$ cat config.mk
export PLATFORM = sky130hd
export DESIGN_NAME = pong_motion_engine
export DESIGN_NICKNAME = d
export VERILOG_FILES = /design/src/rtl/pong_pkg.sv /design/src/rtl/motion_tick.sv /design/src/rtl/pong_motion_engine.sv
export SDC_FILE = /design/constraint.sdc
export NUM_CORES = 1
export LEC_CHECK = 0
export BUFFER_PORTS_ARGS = -buffer_cell sky130_fd_sc_hd__buf_2
export CORE_AREA = 2 2 119 121
export CTS_CLUSTER_SIZE = 20
export DETAILED_ROUTE_END_ITERATION = 8
export DIE_AREA = 0 0 121 123
export SYNTH_ARGS = -nofsm -noshare
export SYNTH_HDL_FRONTEND = slang
export SYNTH_SLANG_ARGS = --single-unit
$ cat constraint.sdc
create_clock -name clk -period 4.65 [get_ports clk]
set_input_delay 0.465 -clock clk [delete_from_list [all_inputs] [get_ports clk]]
set_output_delay 0.465 -clock clk [all_outputs]
set_load 0.1 [all_outputs]
$ cat src/rtl/pong_pkg.sv
// pong_pkg: shared playfield/object constants, state and direction types, motion helpers
package pong_pkg;
  localparam int C_H_RES       = 640;
  localparam int C_V_RES       = 480;
  localparam int C_BALL_SIZE   = 8;
  localparam int C_PADDLE_H    = 64;
  localparam int C_PADDLE_W    = 8;
  localparam int C_PADDLE1_X   = 16;
  localparam int C_PADDLE2_X   = 616;
  localparam int C_PADDLE_STEP = 4;
  localparam int C_TICK_DIV    = 250000;
  localparam int C_SPEED_MAX   = 4;
  typedef enum logic [1:0] {SERVE, RUN, MISS} state_t;
  typedef enum logic {DIR_POS, DIR_NEG} dir_t;
  // Centre coordinate of an object of a given size along a span
  function automatic int centre(input int span, input int size);
    return (span - size) / 2;
  endfunction
  // One paddle step: up alone moves up, down alone moves down, then clamp to 0..ymax
  function automatic logic [9:0] paddle_next(input logic [9:0] y, input logic up, input logic dn,
                                             input logic signed [10:0] step, input logic signed [10:0] ymax);
    logic signed [10:0] v;
    v = signed'({1'b0, y}) + (up && !dn ? -step : !up && dn ? step : 11'sd0);
    return v < 0 ? 10'd0 : v > ymax ? ymax[9:0] : v[9:0];
  endfunction
endpackage

$ cat src/rtl/motion_tick.sv
// motion_tick: free-running divider giving a one-cycle tick every DIV clocks
module motion_tick #(
  parameter int DIV = 250000
) (
  input  logic i_clk,
  input  logic i_rst_n,
  output logic o_tick
);
  localparam int W = DIV > 1 ? $clog2(DIV) : 1;
  logic [W-1:0] r_cnt;
  assign o_tick = r_cnt == W'(DIV - 1);
  // count 0..DIV-1 and wrap on the tick
  always_ff @(posedge i_clk or negedge i_rst_n)
    if (!i_rst_n) r_cnt <= '0;
    else r_cnt <= o_tick ? '0 : r_cnt + 1'b1;
endmodule

$ cat src/rtl/pong_motion_engine.sv
// pong_motion_engine: ball/paddle motion for Pong; speed ramp on sec1 rollover when PONG_SPEEDUP_EN is defined
module pong_motion_engine
  import pong_pkg::*;
#(
  parameter int H_RES       = C_H_RES,
  parameter int V_RES       = C_V_RES,
  parameter int BALL_SIZE   = C_BALL_SIZE,
  parameter int PADDLE_H    = C_PADDLE_H,
  parameter int PADDLE_W    = C_PADDLE_W,
  parameter int PADDLE1_X   = C_PADDLE1_X,
  parameter int PADDLE2_X   = C_PADDLE2_X,
  parameter int PADDLE_STEP = C_PADDLE_STEP,
  parameter int TICK_DIV    = C_TICK_DIV,
  parameter int SPEED_MAX   = C_SPEED_MAX
) (
  input  logic       clk,
  input  logic       rst,
  input  logic       stop,
  input  logic       up1,
  input  logic       down1,
  input  logic       up2,
  input  logic       down2,
  input  logic [3:0] sec1,
  output logic [9:0] ball_x,
  output logic [9:0] ball_y,
  output logic [9:0] paddle1_y,
  output logic [9:0] paddle2_y,
  output logic       miss1,
  output logic       miss2,
  output logic [2:0] speed
);
  localparam logic signed [10:0] L_CX   = 11'(centre(H_RES, BALL_SIZE));
  localparam logic signed [10:0] L_CY   = 11'(centre(V_RES, BALL_SIZE));
  localparam logic signed [10:0] L_PY0  = 11'(centre(V_RES, PADDLE_H));
  localparam logic signed [10:0] L_PMAX = 11'(V_RES - PADDLE_H);
  localparam logic signed [10:0] L_BMAX = 11'(V_RES - BALL_SIZE);
  localparam logic signed [10:0] L_P1   = 11'(PADDLE1_X + PADDLE_W);
  localparam logic signed [10:0] L_P2   = 11'(PADDLE2_X - BALL_SIZE);
  localparam logic signed [10:0] L_BS   = 11'(BALL_SIZE);
  localparam logic signed [10:0] L_PH   = 11'(PADDLE_H);
  localparam logic signed [10:0] L_STEP = 11'(PADDLE_STEP);
  state_t r_state, w_state_nx;
  dir_t r_dx, r_dy;
  logic [9:0] r_bx, r_by, r_p1, r_p2;
  logic r_miss1, r_miss2;
  logic w_tick, w_go, w_ball_en;
  logic signed [10:0] w_sp, w_bx, w_by, w_nx, w_ny, w_p1, w_p2;
  logic w_ov1, w_ov2, w_edge1, w_edge2, w_hit1, w_hit2, w_miss1, w_miss2, w_miss;
  motion_tick #(.DIV(TICK_DIV)) u_tick (.i_clk(clk), .i_rst_n(rst), .o_tick(w_tick));
  assign w_go    = w_tick & ~stop;
  assign w_sp    = signed'(11'(speed));
  assign w_bx    = signed'({1'b0, r_bx});
  assign w_by    = signed'({1'b0, r_by});
  assign w_p1    = signed'({1'b0, r_p1});
  assign w_p2    = signed'({1'b0, r_p2});
  assign w_nx    = r_dx == DIR_POS ? w_bx + w_sp : w_bx - w_sp;
  assign w_ny    = r_dy == DIR_POS ? w_by + w_sp : w_by - w_sp;
  assign w_ov1   = (w_by + L_BS > w_p1) && (w_by < w_p1 + L_PH);
  assign w_ov2   = (w_by + L_BS > w_p2) && (w_by < w_p2 + L_PH);
  // reaching a paddle plane resolves to either a hit or a miss on that same tick
  assign w_edge1 = w_ball_en && r_dx == DIR_NEG && w_nx <= L_P1;
  assign w_edge2 = w_ball_en && r_dx == DIR_POS && w_nx >= L_P2;
  assign w_hit1  = w_edge1 & w_ov1;
  assign w_hit2  = w_edge2 & w_ov2;
  assign w_miss1 = w_edge1 & ~w_ov1;
  assign w_miss2 = w_edge2 & ~w_ov2;
  assign w_miss  = w_miss1 | w_miss2;
  // state register
  always_ff @(posedge clk or negedge rst)
    if (!rst) r_state <= SERVE;
    else r_state <= w_state_nx;
  // next state: serve on a running tick, miss ends the rally, MISS waits for stop every cycle
  always_comb
    w_state_nx = r_state == SERVE ? (w_go ? RUN : SERVE) :
                 r_state == RUN   ? (w_miss ? MISS : RUN) :
                 (stop ? SERVE : MISS);
  // ball moves on running ticks in SERVE (the serve tick itself) and RUN
  always_comb w_ball_en = w_go && r_state != MISS;
  // ball position and direction: paddle and wall reflections apply together
  always_ff @(posedge clk or negedge rst)
    if (!rst) begin
      r_bx <= L_CX[9:0];
      r_by <= L_CY[9:0];
      r_dx <= DIR_POS;
      r_dy <= DIR_POS;
    end else if (w_ball_en) begin
      r_bx <= w_miss ? L_CX[9:0] : w_hit2 ? L_P2[9:0] : w_hit1 ? L_P1[9:0] : w_nx[9:0];
      r_dx <= w_miss2 ? DIR_POS : w_miss1 ? DIR_NEG : w_hit2 ? DIR_NEG : w_hit1 ? DIR_POS : r_dx;
      r_by <= w_miss ? L_CY[9:0] : w_ny <= 0 ? 10'd0 : w_ny >= L_BMAX ? L_BMAX[9:0] : w_ny[9:0];
      r_dy <= w_miss ? DIR_POS : w_ny <= 0 ? DIR_POS : w_ny >= L_BMAX ? DIR_NEG : r_dy;
    end
  // paddles follow their keys on every running tick regardless of state
  always_ff @(posedge clk or negedge rst)
    if (!rst) begin
      r_p1 <= L_PY0[9:0];
      r_p2 <= L_PY0[9:0];
    end else if (w_go) begin
      r_p1 <= paddle_next(r_p1, up1, down1, L_STEP, L_PMAX);
      r_p2 <= paddle_next(r_p2, up2, down2, L_STEP, L_PMAX);
    end
  // one-cycle miss events
  always_ff @(posedge clk or negedge rst)
    if (!rst) begin
      r_miss1 <= 1'b0;
      r_miss2 <= 1'b0;
    end else begin
      r_miss1 <= w_miss1;
      r_miss2 <= w_miss2;
    end
`ifdef PONG_SPEEDUP_EN
  localparam logic [2:0] L_SMAX = 3'(SPEED_MAX);
  logic [3:0] r_sec1;
  logic [2:0] r_speed;
  // speed steps up each time the tens-of-seconds digit rolls to zero during a rally
  always_ff @(posedge clk or negedge rst)
    if (!rst) begin
      r_sec1  <= 4'd0;
      r_speed <= 3'd1;
    end else begin
      r_sec1  <= sec1;
      r_speed <= (r_state == RUN && sec1 == 4'd0 && r_sec1 != 4'd0 && r_speed < L_SMAX) ? r_speed + 3'd1 : r_speed;
    end
  assign speed = r_speed;
`else
  logic w_unused;
  assign w_unused = ^sec1 ^ (SPEED_MAX != 0);
  assign speed = 3'd1;
`endif
  assign ball_x    = r_bx;
  assign ball_y    = r_by;
  assign paddle1_y = r_p1;
  assign paddle2_y = r_p2;
  assign miss1     = r_miss1;
  assign miss2     = r_miss2;
endmodule

==> reports/metrics.csv, run 1 <==
metric,value,unit
Post-synth EDFFs,0,
mux contribution to synthesized area,0.564,%
sequential cell area fraction in the yosys report,28.6,%
placed inst area,5710,um^2
grt met3 use,3.37,%
CTS Hold Bufs,0,
IO Pins,56,
vias per inst,5.56,
adder-cell share of the synthesized area,18.4,%
total grt overflow,0,
crit path launch type,register,
Leak Pwr,2.85,nW
FILL cells,1356,
Pre-Repair DR Iteration Count,5,
grt met1 use,24.0,%
Worst IR Drop VDD,167,uV
cell count of the worst reg-to-reg path,13,
drt initial violations,259,
Total Routed Length,13.0,mm
Layout Area Growth over Synthesis,12.3,%
Max Clock Freq,276,MHz
min-delay worst type,in -> async,
core area,13600,um^2
pwr dens,220,nW/um^2
Chip Width,121,um
largest family of logic cells by synthesized area,compound AO/OA/AOI/OAI gates,
largest net degree at the start of global routing,61,
critical-path cell list,ha_1 > nand3_1 > nor2_1 > xor2_1 > ha_1 > nor2_1 > a311o_1 > nor4_1 > o211ai_1 > nand2_1 > o22a_1 > nand2b_1 > o32ai_1,
status,"complete, no violations",
sequential cell area,1520,um^2
Multi-input gate area,3560,um^2
GP Congestion,0.833,
WP data required,4.87,ns
Post-Synth XOR/XNOR Area,8.56,%
Synthesis Warnings,0,
Core Rows,43,
maximum clock insertion buffer count,2,
Clock Skew,0.00577,ns
maxcap violations,0,
ANT cells,0,
RSZ-0062 raised after global routing,false,
Final Hold Vio Count,0,
Die ar.,14900,um^2
Critical Path Sink Type,register,
hpwl dp,10.0,mm
Seq cells post-synth,60,
share of layout cells above drive strength 1,14.2,%
"Distinct cells, synth",73,
cts repair resizes,0,
first-pass GRT wire length,22.0,mm
Syn Inst Count,591,
H-tree Lvls,3,
Final Setup Violations,0,
crit path max-delay cell type,dfstp_2,
worst r2r src,ball_y[3]$_DFFE_PN1P_,
CTS tree,yes,
TritonCTS Sinks,60,
Skew-Pair Late Insertion Delay,0.33,ns
Compound-Gate Fraction of Synth Area,20.9,%
Crit. Startpoint,ball_y[3]$_DFFE_PN1P_,
worst-margin pin slew,0.890,ns
period utilization,77.8,%
syn avg cell area,9.01,um^2
# Post-CTS Setup Buffers,0,
Post-Syn Area,5320,um^2
Worst path max stage delay,0.63,ns
port bufs,44,
Die H,123,um
design area,5980,um^2
Buf/Inv on CP,0,
ys flop type,dfrtp_1,
met2 Usage GRT,30.9,%
GR peak layer,met2,
Max Slew Vio Count,0,
"critical path fanouts, max",8,
GRT Total Usage,18.5,%
starting density of the core,39.1,%
clock transition at the registers of the reported paths,0.05,ns
R2R Path End,ball_x[1]$_DFFE_PN0P_,
total number of vias,4571,
most frequent cells in the layout,"72 x ha_1, 51 x nor2_1, 44 x inv_1, 44 x dfrtp_1, 44 x buf_2",
vias in the first global route,4551,
"commonest non-fill, non-tap cell in the layout",ha_1,
crit path kind,reg -> reg,
Root Buffer,clkbuf_16,
setup_tns,0,ns
Avg WL per Cell,15.8,um
CP top delay family,compound AO/OA/AOI/OAI gates,
Slew headroom,40.4,%
Tmin final,3.62,ns
Post-DRT Antenna Nets,0,
net count reported at finish,724,
R2R Setup Slk,1.03,ns
initial antenna violation count,0,
total CTS buffers,9,
async set-or-reset flop fraction in the synthesized netlist,100,%
"Arr. time, crit path",3.83,ns
Post-Synth Simple-Gate Area,18.0,%
drt drc,0,
==> per-stage QoR <==
| stage | std cells | hold WS [ns] | power, W | setup WS [ns] | util, % |
|---|---|---|---|---|---|
| floorplan | 596 | 0.169 | 0.000682 | 1.07 | - |
| global placement | 806 | 0.478 | 0.000711 | 1.15 | 41.9 |
| detailed placement | 806 | 0.481 | 0.000715 | 1.10 | 41.9 |
| CTS | 822 | 0.331 | 0.00133 | 1.08 | 43.9 |
| global route | 822 | 0.376 | 0.00137 | 0.782 | 43.9 |
| finish | 822 | 0.299 | 0.00131 | 1.03 | 43.9 |
==> kinds of logic after synthesis <==
kind of cell / count (synthesis)
XOR/XNOR: 52
other: 2
flip-flops: 60
multiplexers: 3
buffers and inverters: 60
AND/OR/NAND/NOR: 185
adder cells (fa/ha/maj): 76
AO/OA/AOI/OAI: 153
==> cells in the mapped netlist, types with 10 or more instances <==
cell type	n	share of area (%)
a211oi_1	11	1.6
nor2_1	51	3.6
xnor2_1	26	4.3
ha_1	72	17
and3_1	10	1.2
or3_1	10	1.2
nand3_1	19	1.8
xor2_1	26	4.3
dfstp_2	16	7.9
inv_1	44	3.1
nand2_1	32	2.3
a21oi_1	31	2.9
o21ai_0	25	2.4
nor3_1	16	1.5
dfrtp_1	44	21
==> registers in the layout, summed over array words and instances, names as in the netlist, 2 cells and up <==
name / flops
paddle2_y: 8
u_tick.r_cnt: 18
r_state: 2
ball_y: 10
ball_x: 10
paddle1_y: 8
==> power breakdown <==
part / switching (W) / internal, W / total (W)
logic: 0.000127 / 0.0000428 / 0.000170
registers: 0.00000762 / 0.000529 / 0.000537
clock network: 0.000234 / 0.000373 / 0.000606
==> worst register-to-register path, stage by stage (launching register included) <==
cell and delay (ns):
dfstp_2 0.63, ha_1 0.21, nand3_1 0.12, nor2_1 0.16, xor2_1 0.28, ha_1 0.23
nor2_1 0.05, a311o_1 0.32, nor4_1 0.26, o211ai_1 0.32, nand2_1 0.20, o22a_1 0.31
nand2b_1 0.12, o32ai_1 0.28
==> final cells by class <==
cell class	count	share of cell area, %
clock inverters	4	0.418
flip-flops and latches	60	25.4
clock buffers	12	4.12
repair buffers	46	3.93
multi-input cells	476	59.6
well taps	180	3.77
inverters	44	2.76
==> layer usage <==
metal | wire length, um | share of wire [%]
met5 | 0 | 0
met3 | 443 | 3.4
met1 | 5940 | 46
met2 | 6420 | 49
met4 | 216 | 1.7
==> worst max path at each step <==
stage / endpoint / slack (ns) / depth (start not counted)
global route: ball_y[3]$_DFFE_PN1P_ / 0.78 / 13
global placement: ball_x[3]$_DFFE_PN1P_ / 1.15 / 13
detailed placement: paddle1_y[6]$_DFFE_PN1P_ / 1.10 / 14
floorplan: ball_x[7]$_DFFE_PN0P_ / 1.07 / 12
finish: ball_x[1]$_DFFE_PN0P_ / 1.03 / 13
CTS: ball_x[1]$_DFFE_PN0P_ / 1.08 / 13
(Power assumes the default switching activity.)
==> inputs of run 2 (changes only) <==
==> constraint.sdc (replaced) <==
create_clock -name clk -period 3.1 [get_ports clk]
set_input_delay 0.31 -clock clk [delete_from_list [all_inputs] [get_ports clk]]
set_output_delay 0.31 -clock clk [all_outputs]
set_load 0.1 [all_outputs]
==> reports/metrics.csv, run 2 (synthesis gave the netlist of run 1 again) <==
metric,value,unit,change
grt met1 use,25.3,%,+1.3 points
placed inst area,6160,um^2,+8.0%
Final Hold Vio Count,0,,unchanged
CTS tree,yes,,
GP Congestion,0.856,,+2.7%
H-tree Lvls,3,,unchanged
Critical Path Sink Type,register,,
"commonest non-fill, non-tap cell in the layout",buf_4,,
most frequent cells in the layout,"62 x buf_4, 61 x ha_1, 44 x nor2_1, 44 x buf_2, 43 x inv_1",,
largest net degree at the start of global routing,38,,-38%
IO Pins,56,,unchanged
period utilization,99.9,%,+22 points
fin worst setup slack,0.00453,ns,-1.03 ns
share of layout cells above drive strength 1,31.4,%,+17 points
port bufs,44,,unchanged
drt initial violations,265,,+2.3%
pwr dens,297,nW/um^2,+35%
Multi-input gate area,4030,um^2,+13%
Chip Width,121,um,unchanged
Setup Slack @ Placement,-0.192,ns,-1.29 ns
initial antenna violation count,0,,unchanged
status,"complete, no violations",,
core area,13600,um^2,unchanged
grt met3 use,3.51,%,+0.14 points
worst-margin pin slew,0.890,ns,-0.000207 ns
Crit. Startpoint,r_dx$_DFFE_PN0P_,,
FILL cells,1252,,-7.7%
R2R Path End,ball_x[1]$_DFFE_PN0P_,,
ANT cells,0,,unchanged
Core Rows,43,,unchanged
Worst IR Drop VDD,216,uV,+29%
hpwl dp,10.7,mm,+7.2%
Post-DRT Antenna Nets,0,,unchanged
maximum clock insertion buffer count,2,,unchanged
Final Setup Violations,0,,unchanged
total number of vias,4847,,+6.0%
Max Slew Vio Count,0,,unchanged
vias per inst,5.46,,-1.8%
Leak Pwr,3.25,nW,+14%
Setup crit end,ball_x[1]$_DFFE_PN0P_,,
worst r2r src,r_dx$_DFFE_PN0P_,,
Avg WL per Cell,15.7,um,-0.88%
Layout Area Growth over Synthesis,32.2,%,
WP data required,3.33,ns,-1.54 ns
Root Buffer,clkbuf_16,,
maxcap violations,0,,unchanged
met2 Usage GRT,32.1,%,+1.2 points
starting density of the core,39.1,%,unchanged
total CTS buffers,9,,unchanged
R2R Setup Slk,0.005,ns,-1.03 ns
sequential cell area,1550,um^2,+2.1%
Pre-Repair DR Iteration Count,6,,+1
max FFs per register,18,,unchanged
net count reported at finish,790,,+9.1%
first-pass GRT wire length,23.3,mm,+6.1%
"critical path fanouts, max",7,,-1
Slew headroom,40.7,%,+0.23 points
Die ar.,14900,um^2,unchanged
cell count of the worst reg-to-reg path,12,,-1
Skew-Pair Late Insertion Delay,0.34,ns,about the same
TritonCTS Sinks,60,,unchanged
total grt overflow,0,,unchanged
GRT Total Usage,19.6,%,+1.1 points
Largest Register,u_tick.r_cnt,,
RSZ-0062 raised after global routing,true,,
GR peak layer,met2,,
"Arr. time, crit path",3.33,ns,-0.50 ns
Total Routed Length,13.9,mm,+7.1%
Die H,123,um,unchanged
crit path kind,reg -> reg,,
Max Clock Freq,323,MHz,+17%
drt drc,0,,unchanged
crit path launch type,register,,
Clock Skew,0.00743,ns,+0.00166 ns
Tmin final,3.10,ns,-0.522 ns
vias in the first global route,4798,,+5.4%
clock transition at the registers of the reported paths,0.05,ns,about the same
design area,7040,um^2,+18%
min-delay worst type,in -> async,,
[run 2: cell types whose count changed in the layout (fill, tap and decap cells not counted), moves of 5 or more]
cell     previous run  this run
buf_4               2        62
dfrtp_1            44        33
dfrtp_2             0        11
ha_1               72        61
ha_4                0        10
nor2_1             51        44
buf_6               0         5
dfstp_2            16        11
dfstp_4             0         5
[run 2: worst min-delay path by stage]
stage | from | to | slack [ns] | cells after the start
5_1_grt | rst | ball_y[8]$_DFFE_PN0P_ | 0.17 | 1
3_3_place_gp | rst | ball_y[8]$_DFFE_PN0P_ | 0.48 | 1
2_1_floorplan | rst | ball_x[0]$_DFFE_PN0P_ | 0.01 | 0
3_5_place_dp | rst | ball_y[8]$_DFFE_PN0P_ | 0.48 | 1
6_report | rst | ball_y[4]$_DFFE_PN0P_ | 0.1 | 1
4_1_cts | rst | r_state[0]$_DFF_PN0_ | 0.13 | 1
[run 2: cell type report]
type	instances	share of cell area, %
well taps	180	3.20
repair buffers	112	10.8
inverters	44	2.35
multi-input cells	476	57.2
clock inverters	5	0.871
flip-flops and latches	60	22.1
clock buffers	11	3.45
[run 2: worst max-delay path: stages (launching register included)]
cell      delay [ns]
dfrtp_2         0.51
ha_4            0.25
a211oi_2        0.23
buf_4           0.18
o211ai_2        0.12
a221oi_4        0.42
nor3_1          0.09
buf_4           0.15
a32oi_4         0.29
o32ai_2         0.15
buf_4           0.17
nand2b_4        0.15
o32ai_4         0.26
[run 2: per-stage QoR]
step	hold WS [ns]	std cells	util, %	total power (W)	setup TNS (ns)
3_3_place_gp	0.476	860	45.3	0.00107	-1.23
4_1_cts	0.126	883	48.8	0.00211	-0.161
3_5_place_dp	0.481	860	45.3	0.00108	-2.43
2_1_floorplan	0.0144	596	-	0.00102	-0.0346
6_report	0.0993	888	51.7	0.00209	0
5_1_grt	0.166	888	51.7	0.00218	-0.680
[run 2: per-layer routing]
layer,up-vias,wire [um]
li1,2372,-
met1,2352,6420
met2,90,6590
met3,33,472
met4,0,463
met5,-,0
[run 2: power breakdown]
part | total, W | switching (W) | internal (W)
registers | 0.000804 | 0.0000114 | 0.000793
logic | 0.000269 | 0.000195 | 0.0000735
clock network | 0.00102 | 0.000371 | 0.000645
[run 2: repair_timing]
item | CTS | global route
setup buffers | 7 | 5
hold buffers | 0 | 0
resized for setup | 24 | 52
setup endpoints to repair | 20 | 23
endpoints found under the hold margin | 0 | 0
pin swaps | 22 | 32
